--- config.mk ---
export PLATFORM = sky130hd
export DESIGN_NAME = data_mem_arbiter
export DESIGN_NICKNAME = d
export VERILOG_FILES = /design/src/rtl/data_mem_arbiter.sv
export SDC_FILE = /design/constraint.sdc
export NUM_CORES = 1
export LEC_CHECK = 0
export CAP_MARGIN = 0
export CORE_MARGIN = 4
export CORE_UTILIZATION = 41
export CTS_CLUSTER_DIAMETER = 30
export DETAILED_ROUTE_END_ITERATION = 12
export PLACE_DENSITY = 0.85
export SKIP_LAST_GASP = 1
export SLEW_MARGIN = 30
export SYNTH_ARGS = -nofsm -noshare
export SYNTH_HDL_FRONTEND = slang
export SYNTH_SLANG_ARGS = --single-unit
export TNS_END_PERCENT = 100
--- constraint.sdc ---
create_clock -name clk -period 4 [get_ports clk]
set_clock_uncertainty 0.1 [all_clocks]
set_input_delay 0.6 -clock clk [delete_from_list [all_inputs] [get_ports clk]]
set_output_delay 0.6 -clock clk [all_outputs]
set_load 0.02 [all_outputs]
--- src/rtl/data_mem_arbiter.sv ---
// data_mem_arbiter: round-robin arbiter giving two requesters single-word access to one memory,
// three cycles per transaction (IDLE sample, ACCESS strobe, RESP ack).
module data_mem_arbiter #(
    parameter int DEPTH  = 16,
    parameter int DATA_W = 32
) (
    input  logic              clk,
    input  logic              rst_n,
    input  logic              req0,
    input  logic              req1,
    input  logic              we0,
    input  logic              we1,
    input  logic [DATA_W-1:0] addr0,
    input  logic [DATA_W-1:0] addr1,
    input  logic [DATA_W-1:0] wdata0,
    input  logic [DATA_W-1:0] wdata1,
    output logic              ack0,
    output logic              ack1,
    output logic [DATA_W-1:0] rdata0,
    output logic [DATA_W-1:0] rdata1,
    output logic              err0,
    output logic              err1,
    output logic [DATA_W-1:0] mem_addr,
    output logic [DATA_W-1:0] mem_write_data,
    output logic              mem_write,
    output logic              mem_read,
    input  logic [DATA_W-1:0] mem_read_data
);
    typedef enum logic [1:0] {IDLE, ACCESS, RESP} state_t;

    // one extra bit so a DEPTH that does not fit in DATA_W still compares correctly
    localparam logic [DATA_W:0] LIMIT = (DATA_W+1)'(DEPTH);

    state_t            state, state_nx;
    logic              last, last_nx;
    logic              win, win_nx;
    logic              we_r, we_nx;
    logic              err_r, err_nx;
    logic [DATA_W-1:0] addr_r, addr_nx;
    logic [DATA_W-1:0] wdata_r, wdata_nx;
    logic [DATA_W-1:0] rdata_r, rdata_nx;
    logic              in_range;
    logic              access;

    assign in_range = {1'b0, addr_r} < LIMIT;
    assign access   = state == ACCESS;

    always_ff @(posedge clk) begin
        if (!rst_n) begin
            state   <= IDLE;
            last    <= 1'b1;
            win     <= 1'b0;
            we_r    <= 1'b0;
            err_r   <= 1'b0;
            addr_r  <= '0;
            wdata_r <= '0;
            rdata_r <= '0;
        end else begin
            state   <= state_nx;
            last    <= last_nx;
            win     <= win_nx;
            we_r    <= we_nx;
            err_r   <= err_nx;
            addr_r  <= addr_nx;
            wdata_r <= wdata_nx;
            rdata_r <= rdata_nx;
        end
    end

    always_comb begin
        state_nx = state;
        last_nx  = last;
        win_nx   = win;
        we_nx    = we_r;
        err_nx   = err_r;
        addr_nx  = addr_r;
        wdata_nx = wdata_r;
        rdata_nx = rdata_r;
        case (state)
            IDLE: if (req0 || req1) begin
                win_nx   = (req0 && req1) ? ~last : req1;
                we_nx    = win_nx ? we1 : we0;
                addr_nx  = win_nx ? addr1 : addr0;
                wdata_nx = win_nx ? wdata1 : wdata0;
                state_nx = ACCESS;
            end
            ACCESS: begin
                rdata_nx = (in_range && !we_r) ? mem_read_data : '0;
                err_nx   = !in_range;
                state_nx = RESP;
            end
            RESP: begin
                last_nx  = win;
                state_nx = IDLE;
            end
            default: state_nx = IDLE;
        endcase
    end

    assign mem_read       = access && in_range && !we_r;
    assign mem_write      = access && in_range && we_r;
    assign mem_addr       = access ? addr_r : '0;
    assign mem_write_data = mem_write ? wdata_r : '0;

    assign ack0   = state == RESP && !win;
    assign ack1   = state == RESP && win;
    assign rdata0 = ack0 ? rdata_r : '0;
    assign rdata1 = ack1 ? rdata_r : '0;
    assign err0   = ack0 && err_r;
    assign err1   = ack1 && err_r;
endmodule

==> results of run 1 <==
==> worst max path at each step <==
stage | end | slack [ns]
after global routing | mem_write_data[8] | 0.36
after detailed placement | mem_write_data[22] | 0.94
after CTS | mem_write_data[22] | 0.53
final | mem_write_data[22] | 0.55
after global placement | mem_write_data[31] | 0.99
after floorplan | mem_write_data[22] | 1.61
==> routing by layer <==
| layer | global-route usage, % | share of wire [%] | vias to the layer above | routed length, um |
|---|---|---|---|---|
| met3 | 5.239 | 7.8 | 21 | 1289 |
| li1 | - | - | 2418 | - |
| met4 | 7.365 | 1.9 | 0 | 309 |
| met2 | 40.27 | 52 | 210 | 8579 |
| met1 | 24.44 | 38 | 2270 | 6357 |
| met5 | 0 | 0 | - | 0 |
==> cell families after synthesis <==
group,share of synthesized area (%)
flops,39.45
buf+inv,4.762
simple gates,24.49
compound gates,18.73
mux,12.57
==> Yosys cell counts <==
library cell / count / area [sq um]
buf_1: 4 / 15.01
nor4b_4: 1 / 23.77
nor2_2: 1 / 6.260
a2bb2oi_1: 1 / 8.760
o21a_1: 1 / 7.510
mux2i_1: 65 / 650.6
inv_1: 2 / 7.510
a21boi_1: 1 / 7.510
buf_2: 8 / 40.04
buf_6: 6 / 67.56
or4_1: 1 / 7.510
and2_1: 133 / 832.1
nand2b_1: 2 / 12.51
nand3_1: 1 / 5.000
nand2_1: 67 / 251.5
nand4_2: 1 / 12.51
nor4_1: 3 / 18.77
clkbuf_1: 31 / 116.4
or4_4: 1 / 11.26
dfxtp_1: 102 / 2042
a21oi_1: 1 / 5.000
o211a_1: 66 / 660.6
nor2_1: 4 / 15.01
nor2b_1: 2 / 12.51
nor4_4: 1 / 21.27
a22o_1: 32 / 280.3
nor4_2: 3 / 37.54
==> flip-flops by register name (all words and copies together) (netlist names) <==
register	count
we_r	1
addr_r	32
rdata_r	32
win	1
err_r	1
state	2
wdata_r	32
last	1
==> per-stage QoR <==
stage / power [mW] / setup WS (ns)
after floorplan: 1.435 / 1.608
after global placement: 1.688 / 0.9857
after detailed placement: 1.705 / 0.9419
after CTS: 2.666 / 0.5262
after global routing: 2.762 / 0.3608
final: 2.641 / 0.5478
==> final cells by class <==
type	count	area, sq um
timing repair buffer	308	3068
inverter	2	7.507
tap	168	210.2
clock buffer	12	256.5
clock inverter	4	77.57
sequential	102	2042
fill	909	3587
multi-input combinational	388	2913
==> power by group <==
group          internal [mW]  switching [mW]
clock                  0.586           0.372
sequential              1.10          0.0546
combinational          0.302           0.230
total                   1.98           0.656
==> worst max-delay path, delay by kind of cell, from the launching register on <==
kind / cells / cell delay [ns]
and+or+nand+nor: 4 / 1.15
buffers and inverters: 2 / 0.93
DFF: 1 / 0.33
==> impl_results.md, run 1 <==
- Mapped Cells: 541
- 1st-iter DRT viols: 238
- Hold crit path type: reg -> reg
- Hold path endpoint: rdata_r[8]
- RSZ-0062 raised after global routing: false
- Initial antenna violation count: 0
- First-pass DRT Iterations: 5
- Final non-filler cell area: 0.008574 sq mm
- Syn nets: 707
- Req. time, crit path: 3.30 ns
- Die area: 0.01449 sq mm
- Mapped Area: 0.005176 sq mm
- Core region area: 0.01216 sq mm
- Layout cells sized above 1: 4.657%
- H-tree depth: 3
- Routed Antenna Nets: 0
- Worst setup EP type: output pin
- # hold bufs at CTS: 0
- Gpl congestion: 0.7972
- Max frequency: 289.7 MHz
- Critical Path Max Stage Delay: 0.61 ns
- Hold path cells: 1
- Peak VDD IR: 218.2 uV
- Root Driver: clkbuf_16
- Reg2Reg Depth: 5
- NumNets Final: 977
- Max Cap Violations: 0
- Status: finished clean
- Clock Latency Late Sink: 0.33 ns
- Leakage power: 3.852 nW
- IO Port Bufs: 299
- CTS Buf Count: 9
- Reg2Reg Setup Slack: 1.94 ns
- Worst-margin pin slew: 0.6297 ns
- Worst EP arrival: 2.75 ns
- GRT Residual Overflow: 0
- Crit path time final: 3.452 ns
- Reg2Reg Launch Point: addr_r[23]
- Rows: 40
- CP Max Fanout: 33
- Placed insts: 968
- Via density: 4.999
- Crit-path cells: nor4_1 > nand4_2 > nor4b_4 > buf_4 > and2_1 > clkdlybuf4s50_1
- Synth Register Bits: 102
- Setup Buffers After CTS: 0
- Worst hold margin: 0.3911 ns
- YS warnings: 0
- Syn avg cell area: 9.568 sq um
- CP max-delay cell: clkdlybuf4s50_1
- Clk buf depth: 2
- Vias after detailed routing: 4919
- Hpwl dp: 12610 um
- Slew Viols, Final: 0
- Final Instance Count excl. Fillers: 984
- Highest-count cells in the layout ignoring fill and taps: 298 x clkdlybuf4s50_1, 132 x and2_1, 102 x dfxtp_1
- Vias in the first global route: 4995
- Avg WL per Cell: 16.80 um
- Gr usage total: 21.82%
- Diode count: 0
- Setup violators final: 0
- Die Y: 120.4 um
- Most common cell after layout, fill and taps aside: clkdlybuf4s50_1
- Clock slew at reported path FFs: 0.06 ns
- Rel. slew slack: 58.02%
- First-pass GRT wire length: 25350 um
- Pwr Density: 308.0 mW/mm^2
- Starting Density: 42.56%
- # IOs: 300
- Final core occ: 70.50%
- CTS resizes: 0
- Drc violations: 0
- Worst setup path start: addr_r[23]
- Placed Area: 0.008240 sq mm
- Final Hold Fails: 0
- CTS tree: built
- Pin count of the biggest net entering global routing: 91
- Sink Count: 102
- Seq/Total Area, Yosys: 39.45%
- Fin crit share: 86.31%
- Synth cell types: 27
- Die X: 120.4 um
- Area growth syn-to-layout: 65.65%
- Startpoint Class: flop
- HP Start: rdata_r[8]
- Critical path class: reg -> out
- Final WL: 16540 um
- Setup_tns: 0 ns
- R2R Path End: rdata_r[15]
Power figures use the tool's default switching activity.
==> run 2, diff against run 1 <==
- CORE_UTILIZATION: 41 -> 39
- PLACE_DENSITY: 0.85 -> 0.81
- clock period: 4 -> 3.3 ns (I/O delays scaled with it)
==> impl_results.md, run 2 (synthesis gave the netlist of run 1 again) <==
- Clock slew at reported path FFs: 0.07 ns
- Final core occ: 67.15%
- CTS tree: built
- Rows: 41
- Core region area: 0.01282 sq mm
- Worst hold margin: 0.3934 ns
- Worst Setup EP: mem_write_data[25]
- Reg2Reg Setup Slack: 1.25 ns
- Routed Antenna Nets: 0
- Worst EP arrival: 2.58 ns
- Peak VDD IR: 321.0 uV
- Largest regs: addr_r x32, rdata_r x32, wdata_r x32
- Worst setup EP type: output pin
- Pwr Density: 362.7 mW/mm^2
- Pwr Total: 3.124 mW
- NumNets Final: 980
- Max frequency: 314.9 MHz
- Worst-margin pin slew: 0.6903 ns
- Most common cell after layout, fill and taps aside: clkdlybuf4s50_1
- CP max-delay cell: clkdlybuf4s50_1
- First-pass GRT wire length: 25160 um
- Vias after detailed routing: 4902
- Clock Latency Late Sink: 0.34 ns
- Final non-filler cell area: 0.008612 sq mm
- Starting Density: 40.36%
- Slew Viols, Final: 0
- Die area: 0.01518 sq mm
- Worst path top cell family by delay: simple AND/OR/NAND/NOR gates
- Critical Path Max Stage Delay: 0.62 ns
- Hold crit path type: reg -> reg
- IO Port Bufs: 299
- Startpoint Class: flop
- RSZ-0062 raised after global routing: false
- Rel. slew slack: 53.98%
- Highest-count cells in the layout ignoring fill and taps: 298 x clkdlybuf4s50_1, 132 x and2_1, 102 x dfxtp_1
- Critical path class: reg -> out
- Worst setup margin: 0.1248 ns
- Avg WL per Cell: 16.87 um
- Area growth syn-to-layout: 66.38%
- Die X: 123.2 um
- Via density: 4.947
- Setup violators final: 0
- Clk buf depth: 2
- Setup_tns: 0 ns
- Placed insts: 974
- Leakage power: 3.864 nW
- CP Max Fanout: 33
- Crit path time final: 3.175 ns
- WP depth: 6
- # hold bufs at CTS: 0
- Placed Area: 0.008298 sq mm
- R2R Path End: rdata_r[2]
- Worst setup path start: addr_r[13]
- # IOs: 300
- Pin count of the biggest net entering global routing: 71
- Reg2Reg Depth: 6
- Diode count: 0
- H-tree depth: 3
- Final Instance Count excl. Fillers: 991
- Dpl ws: 0.3685 ns
- GRT Residual Overflow: 0
- First-pass DRT Iterations: 4
- Layout cells sized above 1: 5.128%
- Root Driver: clkbuf_16
- Status: finished clean
- Worst Path Buf+Inv: 2
- Final WL: 16720 um
- Vias in the first global route: 5073
- Req. time, crit path: 2.70 ns
- Final Hold Fails: 0
- Reg2Reg Launch Point: addr_r[26]
- Crit-path cells: or4_4 > nor2_2 > nor4b_4 > buf_12 > and2_1 > clkdlybuf4s50_1
- Gpl congestion: 0.7949
- Hpwl dp: 12800 um
- Fillers: 995
- Fin crit share: 96.22%
- Initial antenna violation count: 1
- Gr usage total: 20.97%
- 1st-iter DRT viols: 219
- Max Cap Violations: 0
- Sink Count: 102
- Die Y: 123.2 um
- CTS Buf Count: 9
- Drc violations: 0
==> run 2: where the power goes <==
part	switching (mW)	leakage, nW	internal (mW)
registers	0.0663	0.840	1.33
logic	0.282	2.87	0.377
clock network	0.459	0.150	0.611
total	0.807	3.86	2.32
==> run 2: area by class of cell <==
type / count / area, sq um / share of cell area [%]
clock inverters: 5 / 57.56 / 0.6683
multi-input cells: 388 / 2919 / 33.90
repair buffers: 311 / 3128 / 36.32
flip-flops and latches: 102 / 2042 / 23.71
inverters: 2 / 7.507 / 0.08717
well taps: 172 / 215.2 / 2.499
clock buffers: 11 / 242.7 / 2.819
==> run 2: timing repair <==
action,in CTS,in global routing
pin swaps,0,1
resized for setup,1,0
setup endpoints to repair,1,33
buffers inserted,0,1
==> run 2: how the worst min path moves through the flow <==
| stage | from | end | cells past startpoint |
|---|---|---|---|
| after global placement | rdata_r[16] | rdata_r[16] | 1 |
| final | rdata_r[6] | rdata_r[6] | 1 |
| after floorplan | last | last | 2 |
| after detailed placement | rdata_r[6] | rdata_r[6] | 1 |
| after global routing | wdata_r[31] | wdata_r[31] | 1 |
| after CTS | wdata_r[2] | wdata_r[2] | 1 |
==> run 2: layer usage <==
metal  vias to the layer above  track usage, %  routed length, um
met2                       202           39.08               8499
met4                         2           4.567                208
met5                         -               0                 13
met3                        15           5.764               1278
met1                      2260           23.74               6718
li1                       2423               -                  -
